File: src/rtl/uart_ip_pkg.sv
// Shared definitions for the UART receive IP: baud table, field encodings,
// receiver state enum and small arithmetic/parity helpers.
package uart_ip_pkg;

    // Supported line rates, indexed by the 4-bit baud select (index 7 = 9600)
    localparam logic [31:0] BAUD_RATES [16] = '{
        32'd200,    32'd300,    32'd600,    32'd1200,
        32'd1800,   32'd2400,   32'd4800,   32'd9600,
        32'd14400,  32'd19200,  32'd28800,  32'd38400,
        32'd57600,  32'd115200, 32'd230400, 32'd460800
    };

    typedef enum logic [1:0] {
        FRAME_5 = 2'b00,
        FRAME_6 = 2'b01,
        FRAME_7 = 2'b10,
        FRAME_8 = 2'b11
    } frame_e;

    typedef enum logic [1:0] {
        PAR_NONE     = 2'b00,
        PAR_EVEN     = 2'b01,
        PAR_ODD      = 2'b10,
        PAR_NONE_ALT = 2'b11
    } parity_e;

    typedef enum logic {
        STOP_ONE = 1'b0,
        STOP_TWO = 1'b1
    } stop_e;

    typedef enum logic [2:0] {
        ST_IDLE   = 3'd0,
        ST_START  = 3'd1,
        ST_DATA   = 3'd2,
        ST_PARITY = 3'd3,
        ST_STOP1  = 3'd4,
        ST_STOP2  = 3'd5
    } state_e;

    // Clocks per oversample tick, floored, never below one
    function automatic logic [31:0] calc_div(input logic [31:0] clk_hz,
                                             input logic [31:0] os,
                                             input logic [31:0] baud);
        logic [31:0] d;
        d = clk_hz / (os * baud);
        if (d == 32'd0) begin
            return 32'd1;
        end else begin
            return d;
        end
    endfunction

    // Even parity of a data word (1 when an odd number of bits are set)
    function automatic logic parity_of(input logic [7:0] d);
        return ^d;
    endfunction

    // Index of the last data bit for a frame length encoding
    function automatic logic [2:0] last_bit_idx(input frame_e f);
        case (f)
            FRAME_5: return 3'd4;
            FRAME_6: return 3'd5;
            FRAME_7: return 3'd6;
            FRAME_8: return 3'd7;
            default: return 3'd7;
        endcase
    endfunction

endpackage

File: src/rtl/uart_ip_rx_if.sv
// Consumer-side handshake of the UART receiver: held word, status and pop.
interface uart_ip_rx_if;
    logic [7:0] rx_data;
    logic       rx_valid;
    logic       rx_ack;
    logic       parity_err;
    logic       frame_err;
    logic       overrun;

    // Receiver side drives the holding register, consumer side pops it
    modport master (
        output rx_data, rx_valid, parity_err, frame_err, overrun,
        input  rx_ack
    );

    modport slave (
        input  rx_data, rx_valid, parity_err, frame_err, overrun,
        output rx_ack
    );
endinterface

File: src/rtl/uart_ip_baud_tick.sv
// Oversample tick generator: one-clock pulse every DIV clocks, where DIV comes
// from a constant per-rate table. resync restarts the period so the receiver
// can phase-align to a start edge.
module uart_ip_baud_tick
    import uart_ip_pkg::*;
#(
    parameter int CLK_FREQ_HZ = 100_000_000,
    parameter int OVERSAMPLE  = 16
) (
    input  logic       clk,
    input  logic       arst_n,
    input  logic [3:0] baud_sel,
    input  logic       resync,
    output logic       tick
);

    logic [31:0] div_tab_s [16];
    logic [31:0] div_s;
    logic [31:0] cnt_r;
    logic        tick_r;

    for (genvar gi = 0; gi < 16; gi++) begin : g_div
        assign div_tab_s[gi] = calc_div(32'(CLK_FREQ_HZ), 32'(OVERSAMPLE), BAUD_RATES[gi]);
    end

    assign div_s = div_tab_s[baud_sel];

    // Prescaler counter with registered tick; resync restarts the period
    always_ff @(posedge clk or negedge arst_n) begin
        if (!arst_n) begin
            cnt_r  <= 32'd0;
            tick_r <= 1'b0;
        end else if (resync) begin
            cnt_r  <= 32'd0;
            tick_r <= 1'b0;
        end else if (cnt_r >= div_s - 32'd1) begin
            cnt_r  <= 32'd0;
            tick_r <= 1'b1;
        end else begin
            cnt_r  <= cnt_r + 32'd1;
            tick_r <= 1'b0;
        end
    end

    assign tick = tick_r;

endmodule

File: src/rtl/uart_ip_rx.sv
// UART receiver: synchronizes the serial line, detects the start edge,
// samples each bit at its centre using oversample ticks, checks parity and
// stop bits, and delivers the word through a single-entry holding register.
module uart_ip_rx
    import uart_ip_pkg::*;
#(
    parameter int CLK_FREQ_HZ = 100_000_000,
    parameter int OVERSAMPLE  = 16
) (
    input  logic              clk,
    input  logic              arst_n,
    input  logic              rx,
    input  logic              en,
    input  logic [1:0]        frame_sel,
    input  logic [1:0]        parity_sel,
    input  logic              stop_sel,
    input  logic [3:0]        baud_sel,
    output logic              busy,
    uart_ip_rx_if.master      rx_if
);

    localparam logic [7:0] HALF_M1 = 8'(OVERSAMPLE / 2 - 1);
    localparam logic [7:0] FULL_M1 = 8'(OVERSAMPLE - 1);

    // Line synchronizer and edge history
    logic       sync1_r, sync2_r, prev_r;
    logic       rx_s, fall_s;

    // Bit engine
    state_e     state_r, next_s;
    logic [7:0] tick_cnt_r;
    logic [2:0] bit_cnt_r;
    logic [7:0] shift_r;
    logic       pe_r, fe_r;
    frame_e     frame_r;
    parity_e    parity_r;
    stop_e      stop_r;
    logic [3:0] baud_r;
    logic       busy_r;

    // Holding register
    logic [7:0] data_r;
    logic       valid_r, pe_hold_r, fe_hold_r, ovr_r;

    // Control strobes
    logic       tick_s, resync_s, start_s, complete_s, bit_tick_s;
    logic [7:0] limit_s;
    logic [2:0] last_bit_s;
    logic       par_en_s, par_x_s, parity_bad_s, stop_bad_s, word_fe_s;

    assign rx_s         = sync2_r;
    assign fall_s       = prev_r & ~sync2_r;
    assign resync_s     = (state_r == ST_IDLE) & fall_s;
    assign limit_s      = (state_r == ST_START) ? HALF_M1 : FULL_M1;
    assign bit_tick_s   = tick_s & (tick_cnt_r == limit_s);
    assign last_bit_s   = last_bit_idx(frame_r);
    assign par_en_s     = (parity_r == PAR_EVEN) | (parity_r == PAR_ODD);
    assign par_x_s      = parity_of(shift_r) ^ rx_s;
    assign parity_bad_s = (parity_r == PAR_ODD) ? ~par_x_s : par_x_s;
    assign stop_bad_s   = ~rx_s;
    assign word_fe_s    = fe_r | stop_bad_s;

    uart_ip_baud_tick #(
        .CLK_FREQ_HZ (CLK_FREQ_HZ),
        .OVERSAMPLE  (OVERSAMPLE)
    ) u_tick (
        .clk      (clk),
        .arst_n   (arst_n),
        .baud_sel (baud_r),
        .resync   (resync_s),
        .tick     (tick_s)
    );

    // Two-flop synchronizer plus previous-sample register for edge detection
    always_ff @(posedge clk or negedge arst_n) begin
        if (!arst_n) begin
            sync1_r <= 1'b1;
            sync2_r <= 1'b1;
            prev_r  <= 1'b1;
        end else begin
            sync1_r <= rx;
            sync2_r <= sync1_r;
            prev_r  <= sync2_r;
        end
    end

    // FSM state register and registered busy flag
    always_ff @(posedge clk or negedge arst_n) begin
        if (!arst_n) begin
            state_r <= ST_IDLE;
            busy_r  <= 1'b0;
        end else begin
            state_r <= next_s;
            busy_r  <= (next_s != ST_IDLE);
        end
    end

    // Next-state logic; dropping en aborts any frame in progress
    always_comb begin
        next_s     = state_r;
        start_s    = 1'b0;
        complete_s = 1'b0;
        case (state_r)
            ST_IDLE: begin
                if (en && fall_s) begin
                    next_s  = ST_START;
                    start_s = 1'b1;
                end else begin
                    next_s = ST_IDLE;
                end
            end
            ST_START: begin
                if (!en) begin
                    next_s = ST_IDLE;
                end else if (bit_tick_s) begin
                    if (rx_s) begin
                        next_s = ST_IDLE;
                    end else begin
                        next_s = ST_DATA;
                    end
                end else begin
                    next_s = ST_START;
                end
            end
            ST_DATA: begin
                if (!en) begin
                    next_s = ST_IDLE;
                end else if (bit_tick_s && (bit_cnt_r == last_bit_s)) begin
                    if (par_en_s) begin
                        next_s = ST_PARITY;
                    end else begin
                        next_s = ST_STOP1;
                    end
                end else begin
                    next_s = ST_DATA;
                end
            end
            ST_PARITY: begin
                if (!en) begin
                    next_s = ST_IDLE;
                end else if (bit_tick_s) begin
                    next_s = ST_STOP1;
                end else begin
                    next_s = ST_PARITY;
                end
            end
            ST_STOP1: begin
                if (!en) begin
                    next_s = ST_IDLE;
                end else if (bit_tick_s) begin
                    if (stop_r == STOP_TWO) begin
                        next_s = ST_STOP2;
                    end else begin
                        next_s     = ST_IDLE;
                        complete_s = 1'b1;
                    end
                end else begin
                    next_s = ST_STOP1;
                end
            end
            ST_STOP2: begin
                if (!en) begin
                    next_s = ST_IDLE;
                end else if (bit_tick_s) begin
                    next_s     = ST_IDLE;
                    complete_s = 1'b1;
                end else begin
                    next_s = ST_STOP2;
                end
            end
            default: begin
                next_s = ST_IDLE;
            end
        endcase
    end

    // Bit engine: latch frame config at start, count ticks, shift and check bits
    always_ff @(posedge clk or negedge arst_n) begin
        if (!arst_n) begin
            tick_cnt_r <= 8'd0;
            bit_cnt_r  <= 3'd0;
            shift_r    <= 8'd0;
            pe_r       <= 1'b0;
            fe_r       <= 1'b0;
            frame_r    <= FRAME_8;
            parity_r   <= PAR_NONE;
            stop_r     <= STOP_ONE;
            baud_r     <= 4'd0;
        end else if (state_r == ST_IDLE) begin
            if (start_s) begin
                tick_cnt_r <= 8'd0;
                bit_cnt_r  <= 3'd0;
                shift_r    <= 8'd0;
                pe_r       <= 1'b0;
                fe_r       <= 1'b0;
                frame_r    <= frame_e'(frame_sel);
                parity_r   <= parity_e'(parity_sel);
                stop_r     <= stop_e'(stop_sel);
                baud_r     <= baud_sel;
            end
        end else if (tick_s) begin
            if (bit_tick_s) begin
                tick_cnt_r <= 8'd0;
                case (state_r)
                    ST_DATA: begin
                        shift_r[bit_cnt_r] <= rx_s;
                        bit_cnt_r          <= bit_cnt_r + 3'd1;
                    end
                    ST_PARITY: pe_r <= parity_bad_s;
                    ST_STOP1:  fe_r <= fe_r | stop_bad_s;
                    default:   ;
                endcase
            end else begin
                tick_cnt_r <= tick_cnt_r + 8'd1;
            end
        end
    end

    // Holding register: load on completion, flag overrun when still full, pop on ack
    always_ff @(posedge clk or negedge arst_n) begin
        if (!arst_n) begin
            data_r    <= 8'd0;
            valid_r   <= 1'b0;
            pe_hold_r <= 1'b0;
            fe_hold_r <= 1'b0;
            ovr_r     <= 1'b0;
        end else if (complete_s) begin
            if (!valid_r || rx_if.rx_ack) begin
                data_r    <= shift_r;
                valid_r   <= 1'b1;
                pe_hold_r <= pe_r;
                fe_hold_r <= word_fe_s;
                ovr_r     <= 1'b0;
            end else begin
                ovr_r <= 1'b1;
            end
        end else if (rx_if.rx_ack && valid_r) begin
            valid_r   <= 1'b0;
            pe_hold_r <= 1'b0;
            fe_hold_r <= 1'b0;
            ovr_r     <= 1'b0;
        end
    end

    assign busy              = busy_r;
    assign rx_if.rx_data     = data_r;
    assign rx_if.rx_valid    = valid_r;
    assign rx_if.parity_err  = pe_hold_r;
    assign rx_if.frame_err   = fe_hold_r;
    assign rx_if.overrun     = ovr_r;

endmodule

File: src/flat_wrapper.sv
// flat-port wrapper written by rule: the top's interface ports become plain ports
module uart_ip_rx_flat import uart_ip_pkg::*;
#(
    parameter int CLK_FREQ_HZ = 100_000_000,
    parameter int OVERSAMPLE  = 16
)
  (clk, arst_n, rx, en, frame_sel, parity_sel, stop_sel, baud_sel, busy, rx_if_rx_data, rx_if_rx_valid, rx_if_parity_err, rx_if_frame_err, rx_if_overrun, rx_if_rx_ack);
  uart_ip_rx_if rx_if_i ();
  input  logic clk;
  input  logic arst_n;
  input  logic rx;
  input  logic en;
  input  logic [1:0] frame_sel;
  input  logic [1:0] parity_sel;
  input  logic stop_sel;
  input  logic [3:0] baud_sel;
  output logic busy;
  output wire logic [$bits(rx_if_i.rx_data)-1:0] rx_if_rx_data;
  output wire logic [$bits(rx_if_i.rx_valid)-1:0] rx_if_rx_valid;
  output wire logic [$bits(rx_if_i.parity_err)-1:0] rx_if_parity_err;
  output wire logic [$bits(rx_if_i.frame_err)-1:0] rx_if_frame_err;
  output wire logic [$bits(rx_if_i.overrun)-1:0] rx_if_overrun;
  input wire logic [$bits(rx_if_i.rx_ack)-1:0] rx_if_rx_ack;
  assign rx_if_rx_data = rx_if_i.rx_data;
  assign rx_if_rx_valid = rx_if_i.rx_valid;
  assign rx_if_parity_err = rx_if_i.parity_err;
  assign rx_if_frame_err = rx_if_i.frame_err;
  assign rx_if_overrun = rx_if_i.overrun;
  assign rx_if_i.rx_ack = rx_if_rx_ack;
  uart_ip_rx #(.CLK_FREQ_HZ(CLK_FREQ_HZ), .OVERSAMPLE(OVERSAMPLE)) u_core (.clk(clk), .arst_n(arst_n), .rx(rx), .en(en), .frame_sel(frame_sel), .parity_sel(parity_sel), .stop_sel(stop_sel), .baud_sel(baud_sel), .busy(busy), .rx_if(rx_if_i));
endmodule
File: config.mk
export PLATFORM = sky130hd
export DESIGN_NAME = uart_ip_rx_flat
export DESIGN_NICKNAME = d
export VERILOG_FILES = /design/src/rtl/uart_ip_pkg.sv /design/src/rtl/uart_ip_rx_if.sv /design/src/rtl/uart_ip_baud_tick.sv /design/src/rtl/uart_ip_rx.sv /design/src/flat_wrapper.sv
export SDC_FILE = /design/constraint.sdc
export NUM_CORES = 1
export LEC_CHECK = 0
export ABC_AREA = 1
export CAP_MARGIN = 15
export CORE_MARGIN = 3
export CORE_UTILIZATION = 60
export DETAILED_ROUTE_END_ITERATION = 10
export PLACE_DENSITY = 0.84
export SYNTH_ARGS = -nofsm -noshare
export SYNTH_HDL_FRONTEND = slang
export SYNTH_SLANG_ARGS = --single-unit
File: constraint.sdc
create_clock -name clk -period 6.75 [get_ports clk]
set_input_delay 1.35 -clock clk [delete_from_list [all_inputs] [get_ports clk]]
set_output_delay 1.35 -clock clk [all_outputs]
set_load 0.01 [all_outputs]
==> results of run 1 <==
-- layout by cell type (no fill, tap or decap), drive strengths merged, types with 2 or more instances in the layout --
master,netlist,final
ha,45,45
clkbuf,1,10
bufinv,0,2
dfstp,5,5
a21o,2,2
nor3,28,28
inv,106,107
buf,16,3
nand4,12,12
dfrtp,77,77
nor2,116,116
clkinv,1,3
o21ai,42,42
xnor2,5,5
nand2,238,238
conb,1,10
clkdlybuf4s50,0,25
nand3,80,80
or2,3,3
nand3b,7,7
o21bai,3,3
xor2,10,10
and3,2,2
o21a,2,2
o211ai,5,5
a21oi,32,32
-- flip-flops by register name (all words and copies together), names as in the netlist, 2 cells and up --
| register | cells |
|---|---|
| u_core.frame_r | 2 |
| u_core.state_r | 3 |
| u_core.shift_r | 8 |
| u_core.tick_cnt_r | 8 |
| u_core.parity_r | 2 |
| u_core.bit_cnt_r | 3 |
| u_core.u_tick.cnt_r | 32 |
| u_core.rx_if.rx_data | 8 |
| u_core.baud_r | 4 |
-- report_power, final --
group          internal (mW)  switching [mW]  leakage, nW
combinational          0.147           0.263         1.99
sequential             0.526          0.0458         1.10
clock                  0.210           0.187        0.107
total                  0.882           0.496         3.20
-- kinds of logic (layout without fill, tap and decap cells) --
group / count (synthesis) / count (layout)
xor gates and xnor gates: 15 / 15
and+or+nand+nor: 486 / 486
AOI/OAI and AO/OA: 87 / 87
DFF: 82 / 82
other: 1 / 10
adders and majority gates: 45 / 45
buffers and inverters: 124 / 151
-- final timing paths --
check | startpoint | endpoint
min reg2reg | u_core.sync1_r | u_core.rx_s
min | u_core.sync1_r | u_core.rx_s
max | u_core.baud_r[1] | u_core.u_tick.cnt_r[25]
max reg2reg | u_core.baud_r[1] | u_core.u_tick.cnt_r[25]
max in group asynchronous | arst_n | u_core.u_tick.cnt_r[13]
min in group asynchronous | arst_n | u_core.baud_r[0]
-- metal layers --
layer / GRT usage [%] / wire length, um
met5: 0 / 0
met4: 12.18 / 467
met3: 2.878 / 715
met2: 46.08 / 6930
met1: 34.95 / 5991
-- worst max-delay path, cell delays in order, from the launching register on --
cell and delay [ns]:
dfrtp_1 0.49, inv_1 0.17, ha_1 0.34, nand2_1 0.15
nand2_1 0.07, nand2_1 0.08, nand3_1 0.10, inv_1 0.12
ha_1 0.19, nand2_1 0.08, nor2_2 0.16, nand2_2 0.13
nor2_4 0.19, ha_1 0.17, inv_1 0.04, ha_1 0.26
nand2_1 0.06, nor2_1 0.14, nand2_1 0.09, nor2_1 0.14
nand4_1 0.09, nand3_1 0.09, buf_4 0.32, nor2_1 0.09
-- cell type report --
class | instances | share of cell area [%]
Clock inverter | 6 | 1.389
Inverter | 107 | 6.193
Timing Repair Buffer | 28 | 4.206
Multi-Input combinational cell | 643 | 52.02
Sequential cell | 82 | 31.74
Tap cell | 129 | 2.489
Clock buffer | 10 | 1.968
-- per-stage QoR --
step / total power [mW] / hold slack (ns) / worst slack (ns) / utilization, % / instance area (um2)
finish: 1.378 / 0.3606 / 2.841 / 68.88 / 6485
global route: 1.474 / 0.3633 / 2.468 / 68.88 / 6485
CTS: 1.384 / 0.3621 / 2.864 / 68.88 / 6485
detailed placement: 0.9852 / 0.3529 / 2.879 / 66.56 / 6267
global placement: 0.9639 / 0.3462 / 3.090 / 66.56 / 6267
floorplan: 0.8826 / 0.3452 / 3.401 / - / 5941
==> impl_metrics.ini, run 1 <==
[sta]
slew_headroom_pct = 32.76
fin_tns_setup_ns = 0
rsz0062_at_grt = false
max_freq_mhz = 255.8
fin_skew_ns = 0.006590
worstMarginPinSlew_ns = 1.009
finalCritPeriodShare_pct = 57.90
drv_slew = 0
hold_violations = 0
setup_viol = 0
min_period_ns = 3.909

[yosys]
syn_inst = 840
ys.flop_type = dfrtp_1
yosysUniqueCellTypes = 37
synthXorXnorAreaFrac_pct = 2.224
synth.most_common_cell = nand2_1
seq_area_frac_synth_pct = 34.84
yosys-top-cells-count = nand2_1, nor2_1, inv_1
synthArstFlopShare_pct = 100.0
yosys-top-cells-area = dfrtp_1, nand2_1, ha_1
ys_warn_count = 0
synthMuxAreaShare_pct = 0
synth_compound_area_share_pct = 8.452
synth_seq_cells = 82
yosys.area.top_type = dfrtp_1
synth_edf_count = 0
synth-simple-area-share_pct = 36.26
avgSynthCellArea_um2 = 7.032
synth_top_cell_area_share_pct = 32.62
syn_area_mm2 = 0.005907
synth_top_family_by_area = simple AND/OR/NAND/NOR gates
synthAdderAreaFrac_pct = 9.532

[die]
die_area_mm2 = 0.01107
dieHeight_um = 105.2
coreArea_mm2 = 0.009415
pin_count = 27
rows = 35
die_x_um = 105.2
initial_utilization_pct = 62.74

[critical_path]
worstPathMaxFanout = 33
r2r_slack_ns = 2.84
cp.arrival_ns = 4.14
r2r.worst_path.cells = 23
start_kind = flop
endpoint_kind = flop
crit_required_ns = 6.98
critPathKind = flop to flop

[global_routing]
grt_overflow = 0
antenna_found_initial = 0
grt_first_pass_wirelength_um = 24740
track_usage_pct = 27.14
grt_max_degree = 83
first_global_vias = 5474

[detailed_routing]
drt_pre_antenna_iters = 5
avgViaCountPerCell = 5.530
routedWlPerCell_um = 14.03
postRouteAntennaNets = 0
drc = 0
drt_wl_total_um = 14100
drtIter0Drc = 309
vias = 5558

[power_and_ir_drop]
leakage_nw = 3.198
ir_worst_vdd_mv = 0.1277
power.density_mw_per_mm2 = 212.5

[cts]
cts_buffers = 9
post-cts-setup-buffers = 0
cts_sinks = 82
post_cts_resized = 0
hold_buffers = 0
clk_latency_ns = 0.36
cts_root_buf = clkbuf_8
tritoncts = yes
cts.path.max_buffers = 2
clk_pin_slew_ns = 0.09
htree_num_levels = 3

[run]
cap_viol_max_count = 0

[status]
outcome = finished, final reports clean

[placed_design]
portBuffers = 26
placed_cells = 989
post-dp-hpwl_um = 10670
gp_congestion = 0.9403

[layout]
fin_nets = 930
regArea_mm2 = 0.002058
fillers = 804
drive_above_1_share_pct = 7.306
final_cells = 1005
multi_input_area_mm2 = 0.003373
n_antenna_cell = 0
area_growth_pct = 9.786

[hold_path]
hold_path_class = flop to flop
worstHoldPathCells = 0
(Power assumes the default switching activity.)
==> inputs of run 2 (changes only) <==
==> constraint.sdc (replaced) <==
create_clock -name clk -period 4 [get_ports clk]
set_input_delay 0.8 -clock clk [delete_from_list [all_inputs] [get_ports clk]]
set_output_delay 0.8 -clock clk [all_outputs]
set_load 0.01 [all_outputs]
==> impl_metrics.ini, run 2 (synthesis gave the netlist of run 1 again) <==
[cts]
cts_buffers = 9
htree_num_levels = 3
cts_sinks = 82
cts_root_buf = clkbuf_8
tritoncts = yes
clk_pin_slew_ns = 0.09
clk_latency_ns = 0.36
cts.path.max_buffers = 2

[layout]
fillers = 806
n_antenna_cell = 0
fin_nets = 933
final_cell_mix = nand2_1, nor2_1, inv_1, nand3_1, dfrtp_1
finish.utilization_pct = 69.42
drive_above_1_share_pct = 8.305
largest_reg_flops = 32
final_common_cell = nand2_1
final_area_mm2 = 0.006536
regMostFlops = u_core.u_tick.cnt_r
final_cells = 1008
area_growth_pct = 10.65

[critical_path]
max_stage_delay_ns = 0.48
cp.arrival_ns = 3.92
worstPathMaxFanout = 16
critPathKind = flop to flop
r2r.worst_path.cells = 23
r2r-end = u_core.u_tick.cnt_r[0]
r2r_slack_ns = 0.34
crit_family = simple AND/OR/NAND/NOR gates
start_kind = flop
endpoint_kind = flop
worstPathBufferInverterCount = 4
timing.rr.start = u_core.baud_r[1]
path_common_cell = nand2_1
path_cells = inv_2, ha_1, nand2_1, nand2_1, nand2_1, nand3_1, inv_1, ha_1, nand2_1, nor2_2, nand2_2, nor2_4, ha_1, inv_1, ha_1, nand2_1, nor2_1, nand2_1, nor2_1, nand4_1, nand3_2, clkbuf_16, nor2_1
crit_required_ns = 4.26
slowest_stage = dfrtp_2

[sta]
holdWs_ns = 0.3642
finalCritPeriodShare_pct = 91.42
fin_tns_setup_ns = 0
worstMarginPinSlew_ns = 1.028
fin_ws_ns = 0.3430
rsz0062_at_grt = false
hold_violations = 0
slew_headroom_pct = 31.50
fin_skew_ns = 0.01292
min_period_ns = 3.657
setup_viol = 0
drv_slew = 0
max_freq_mhz = 273.5

[die]
initial_utilization_pct = 62.74
rows = 35
pin_count = 27
dieHeight_um = 105.2
die_area_mm2 = 0.01107
die_x_um = 105.2
coreArea_mm2 = 0.009415

[hold_path]
worstHoldPathCells = 0
min-delay-start = u_core.sync1_r
whs_endpoint = u_core.rx_s
hold_path_class = flop to flop

[global_routing]
grt_overflow = 0
grt_max_degree = 83
antenna_found_initial = 0
track_usage_pct = 26.16
first_global_vias = 5406
grt_first_pass_wirelength_um = 24080

[detailed_routing]
highest_layer = met4
routedLengthMet1_um = 6171
dr_wl_met2_um = 6884
avgViaCountPerCell = 5.529
drt_wl_total_um = 14140
drtIter0Drc = 462
drc = 0
routedWlPerCell_um = 14.03
vias = 5573
met3_length_um = 677
postRouteAntennaNets = 0
drt_pre_antenna_iters = 5

[power_and_ir_drop]
ir_worst_vdd_mv = 0.2432
leakage_nw = 3.226
p_total_mw = 2.315
p_switching_mw = 0.8721
pwr-share-comb_pct = 30.3
p_int_mw = 1.443
sw_frac_of_total_pct = 37.67
power.density_mw_per_mm2 = 354.2
seqPwrFrac_pct = 41.6
clkPwrFrac_pct = 28.1

[placed_design]
portBuffers = 26
dpl_worst_slack_ns = 0.2226
placed_cell_area_mm2 = 0.006287
placed_cells = 990
post-dp-hpwl_um = 10630
gp_congestion = 0.9141

[status]
outcome = finished, final reports clean

[run]
cap_viol_max_count = 0
## run 2: area by class of cell
type	instances	area, um2	area share (%)
inverters	107	401.6	6.145
flip-flops and latches	82	2062	31.55
multi-input cells	643	3378	51.68
well taps	129	161.4	2.469
repair buffers	31	325.3	4.977
clock inverters	7	83.83	1.283
clock buffers	9	123.9	1.895
## run 2: power groups by stage
stage / clock, mW / sequential, mW / combinational, mW
finish: 0.650 / 0.964 / 0.701
global route: 0.694 / 0.974 / 0.807
CTS: 0.654 / 0.963 / 0.689
detailed placement: 0 / 0.979 / 0.684
global placement: 0 / 0.975 / 0.652
floorplan: 0 / 0.947 / 0.542
## run 2: metal layers
| layer | global-route usage [%] | up-vias |
|---|---|---|
| met4 | 10.97 | 0 |
| met1 | 33.78 | 2594 |
| met3 | 2.449 | 40 |
| li1 | - | 2758 |
| met5 | 0 | - |
| met2 | 44.95 | 181 |
## run 2: worst max path at each step
stage,startpoint,endpoint,depth (start not counted)
finish,u_core.baud_r[1],u_core.u_tick.cnt_r[0],23
global route,u_core.baud_r[0],u_core.u_tick.tick,24
CTS,u_core.baud_r[0],u_core.u_tick.tick,24
detailed placement,u_core.baud_r[0],u_core.u_tick.tick,24
global placement,u_core.baud_r[0],u_core.u_tick.tick,24
floorplan,u_core.baud_r[0],u_core.u_tick.cnt_r[20],23
## run 2: timing repair
item,in CTS,in global routing
hold buffers,0,0
endpoints found under the setup margin,0,33
setup buffers,0,1
gates resized for setup,0,5
==> inputs of run 3 (changes only) <==
--- a/config.mk
+++ b/config.mk
@@ -5,12 +5,12 @@
 export SDC_FILE = /design/constraint.sdc
 export NUM_CORES = 1
 export LEC_CHECK = 0
-export ABC_AREA = 1
 export CAP_MARGIN = 15
 export CORE_MARGIN = 3
 export CORE_UTILIZATION = 60
 export DETAILED_ROUTE_END_ITERATION = 10
-export PLACE_DENSITY = 0.84
+export GPL_ROUTABILITY_DRIVEN = 0
+export PLACE_DENSITY = 0.85
 export SYNTH_ARGS = -nofsm -noshare
 export SYNTH_HDL_FRONTEND = slang
 export SYNTH_SLANG_ARGS = --single-unit
==> impl_metrics.ini, run 3 <==
[status]
outcome = complete, but fails checks
violations = setup timing

[layout]
final_area_mm2 = 0.006399
area_growth_pct = 22.64
final_cell_mix = dfrtp_1, nand2_1, nor2_1, ha_1, xnor2_1
regMostFlops = u_core.u_tick.cnt_r
largest_reg_flops = 32
final_common_cell = dfrtp_1
final_cells = 715
fillers = 498
n_antenna_cell = 0
finish.utilization_pct = 76.72
fin_nets = 664
drive_above_1_share_pct = 21.64

[global_routing]
grt_first_pass_wirelength_um = 20430
track_usage_pct = 25.55
antenna_found_initial = 0
grt_max_degree = 83
first_global_vias = 4465
grt_overflow = 0

[placed_design]
placed_cells = 677
dpl_worst_slack_ns = -0.2256
placed_cell_area_mm2 = 0.005689
portBuffers = 26
post-dp-hpwl_um = 7894

[detailed_routing]
routedWlPerCell_um = 18.14
postRouteAntennaNets = 0
drtIter0Drc = 331
drt_pre_antenna_iters = 6
avgViaCountPerCell = 6.262
drc = 0
vias = 4477
drt_wl_total_um = 12970

[power_and_ir_drop]
p_total_mw = 2.390
power.density_mw_per_mm2 = 373.4
leakage_nw = 2.796
ir_worst_vdd_mv = 0.2864

[yosys]
syn_inst = 545
synth_seq_cells = 82
synth.most_common_cell = dfrtp_1
yosys-top-cells-area = dfrtp_1, ha_1, xnor2_1
synth_top_cell_area_share_pct = 36.93
synth_edf_count = 0
synthArstFlopShare_pct = 100.0
ys.flop_type = dfrtp_1
yosysUniqueCellTypes = 64
seq_area_frac_synth_pct = 39.45
syn_area_mm2 = 0.005218
yosys-top-cells-count = dfrtp_1, nor2_1, nand2_1
avgSynthCellArea_um2 = 9.573
ys_warn_count = 0
yosys.area.top_type = dfrtp_1

[cts]
clk_pin_slew_ns = 0.09
cts_sinks = 82
tritoncts = yes
htree_num_levels = 3
cts_buffers = 9
cts.path.max_buffers = 2
hold_buffers = 0
cts_root_buf = clkbuf_8
clk_latency_ns = 0.36

[critical_path]
crit_family = compound AO/OA/AOI/OAI gates
timing.rr.start = u_core.baud_r[1]
r2r-end = u_core.u_tick.cnt_r[13]
crit_path_end = u_core.u_tick.cnt_r[13]
endpoint_kind = flop
cp.arrival_ns = 4.43
crit_required_ns = 4.29
r2r.worst_path.cells = 19
cp.depth = 19
worstPathBufferInverterCount = 6
slowest_stage = mux4_2
critPathKind = flop to flop
max_stage_delay_ns = 0.50
start_kind = flop
path_cells = inv_4, ha_4, mux4_2, inv_2, ha_4, inv_4, nor4_4, and4b_2, buf_12, o221ai_2, ha_1, nand2_2, o21ai_2, a221o_1, a211oi_4, nand3_4, buf_4, clkbuf_16, nor2_1
r2r_slack_ns = -0.14
startpoint = u_core.baud_r[1]
worstPathMaxFanout = 6

[sta]
setup_viol = 32
drv_slew = 0
holdWs_ns = 0.3502
min_period_ns = 4.136
fin_skew_ns = 0.01044
slew_headroom_pct = 31.88
fin_ws_ns = -0.1359
worstMarginPinSlew_ns = 1.022
hold_violations = 0
rsz0062_at_grt = true
max_freq_mhz = 241.8
finalCritPeriodShare_pct = 103.4
fin_tns_setup_ns = -3.263

[die]
die_area_mm2 = 0.009851
rows = 33
initial_utilization_pct = 62.56
pin_count = 27
dieHeight_um = 99.25
coreArea_mm2 = 0.008341
die_x_um = 99.25

[run]
cap_viol_max_count = 0

[hold_path]
hold_path_class = flop to flop
## run 3: cell types whose count changed in the layout (fill, tap and decap cells not counted), sizes merged, moves of 14 or more
cell / change
nor3: -20
nand2: -181
nand3: -49
xnor2: +27
mux2: +18
o21ai: -25
xor2: +14
inv: -90
a21oi: -15
nor2: -51
buf: +28
## run 3: logic make-up (layout without fill, tap and decap cells)
| logic type | after synthesis | count (layout) | synth area share, % |
|---|---|---|---|
| AOI/OAI and AO/OA | 72 | 72 | 9.473 |
| xor gates and xnor gates | 56 | 56 | 9.400 |
| adders and majority gates | 45 | 45 | 10.79 |
| buffers and inverters | 39 | 95 | 2.926 |
| DFF | 82 | 82 | 39.45 |
| muxes | 30 | 30 | 6.667 |
| other | 1 | 10 | 0.07187 |
| and+or+nand+nor | 220 | 220 | 21.22 |
## run 3: repair_timing
item,in CTS,in global routing
setup endpoints to repair,33,33
cloned,2,1
resized for setup,27,41
setup buffers,12,8
pin swaps,6,13
## run 3: cell type report
class                           count  area (um2)  share of cell area, %
Sequential cell                    82        2061                  32.21
Clock buffer                       10       127.6                  1.995
Tap cell                          105       131.4                  2.053
Multi-Input combinational cell    433        3349                  52.35
Clock inverter                      6       48.80                 0.7626
Inverter                           20       80.08                  1.251
Timing Repair Buffer               59       600.6                  9.386
## run 3: metal layers
layer / vias to the layer above / wire (um) / track usage (%)
met5: - / 0 / 0
met4: 0 / 389 / 10.40
met3: 58 / 820 / 5.330
met2: 207 / 6413 / 42.20
met1: 2180 / 5347 / 32.85
li1: 2032 / - / -
## run 3: how the worst min path moves through the flow
stage                    from     endpoint  slack [ns]  depth (start not counted)
2_1_floorplan  u_core.sync1_r  u_core.rx_s        0.35                          0
3_3_place_gp   u_core.sync1_r  u_core.rx_s        0.35                          0
3_5_place_dp   u_core.sync1_r  u_core.rx_s        0.35                          0
4_1_cts        u_core.sync1_r  u_core.rx_s        0.35                          0
5_1_grt        u_core.sync1_r  u_core.rx_s        0.35                          0
6_report       u_core.sync1_r  u_core.rx_s        0.35                          0
## run 3: power by group
| part | switching, mW | total, mW | internal (mW) | leakage, nW |
|---|---|---|---|---|
| clock network | 0.333 | 0.564 | 0.231 | 0.0795 |
| logic | 0.462 | 0.866 | 0.403 | 1.62 |
| registers | 0.0740 | 0.960 | 0.886 | 1.10 |
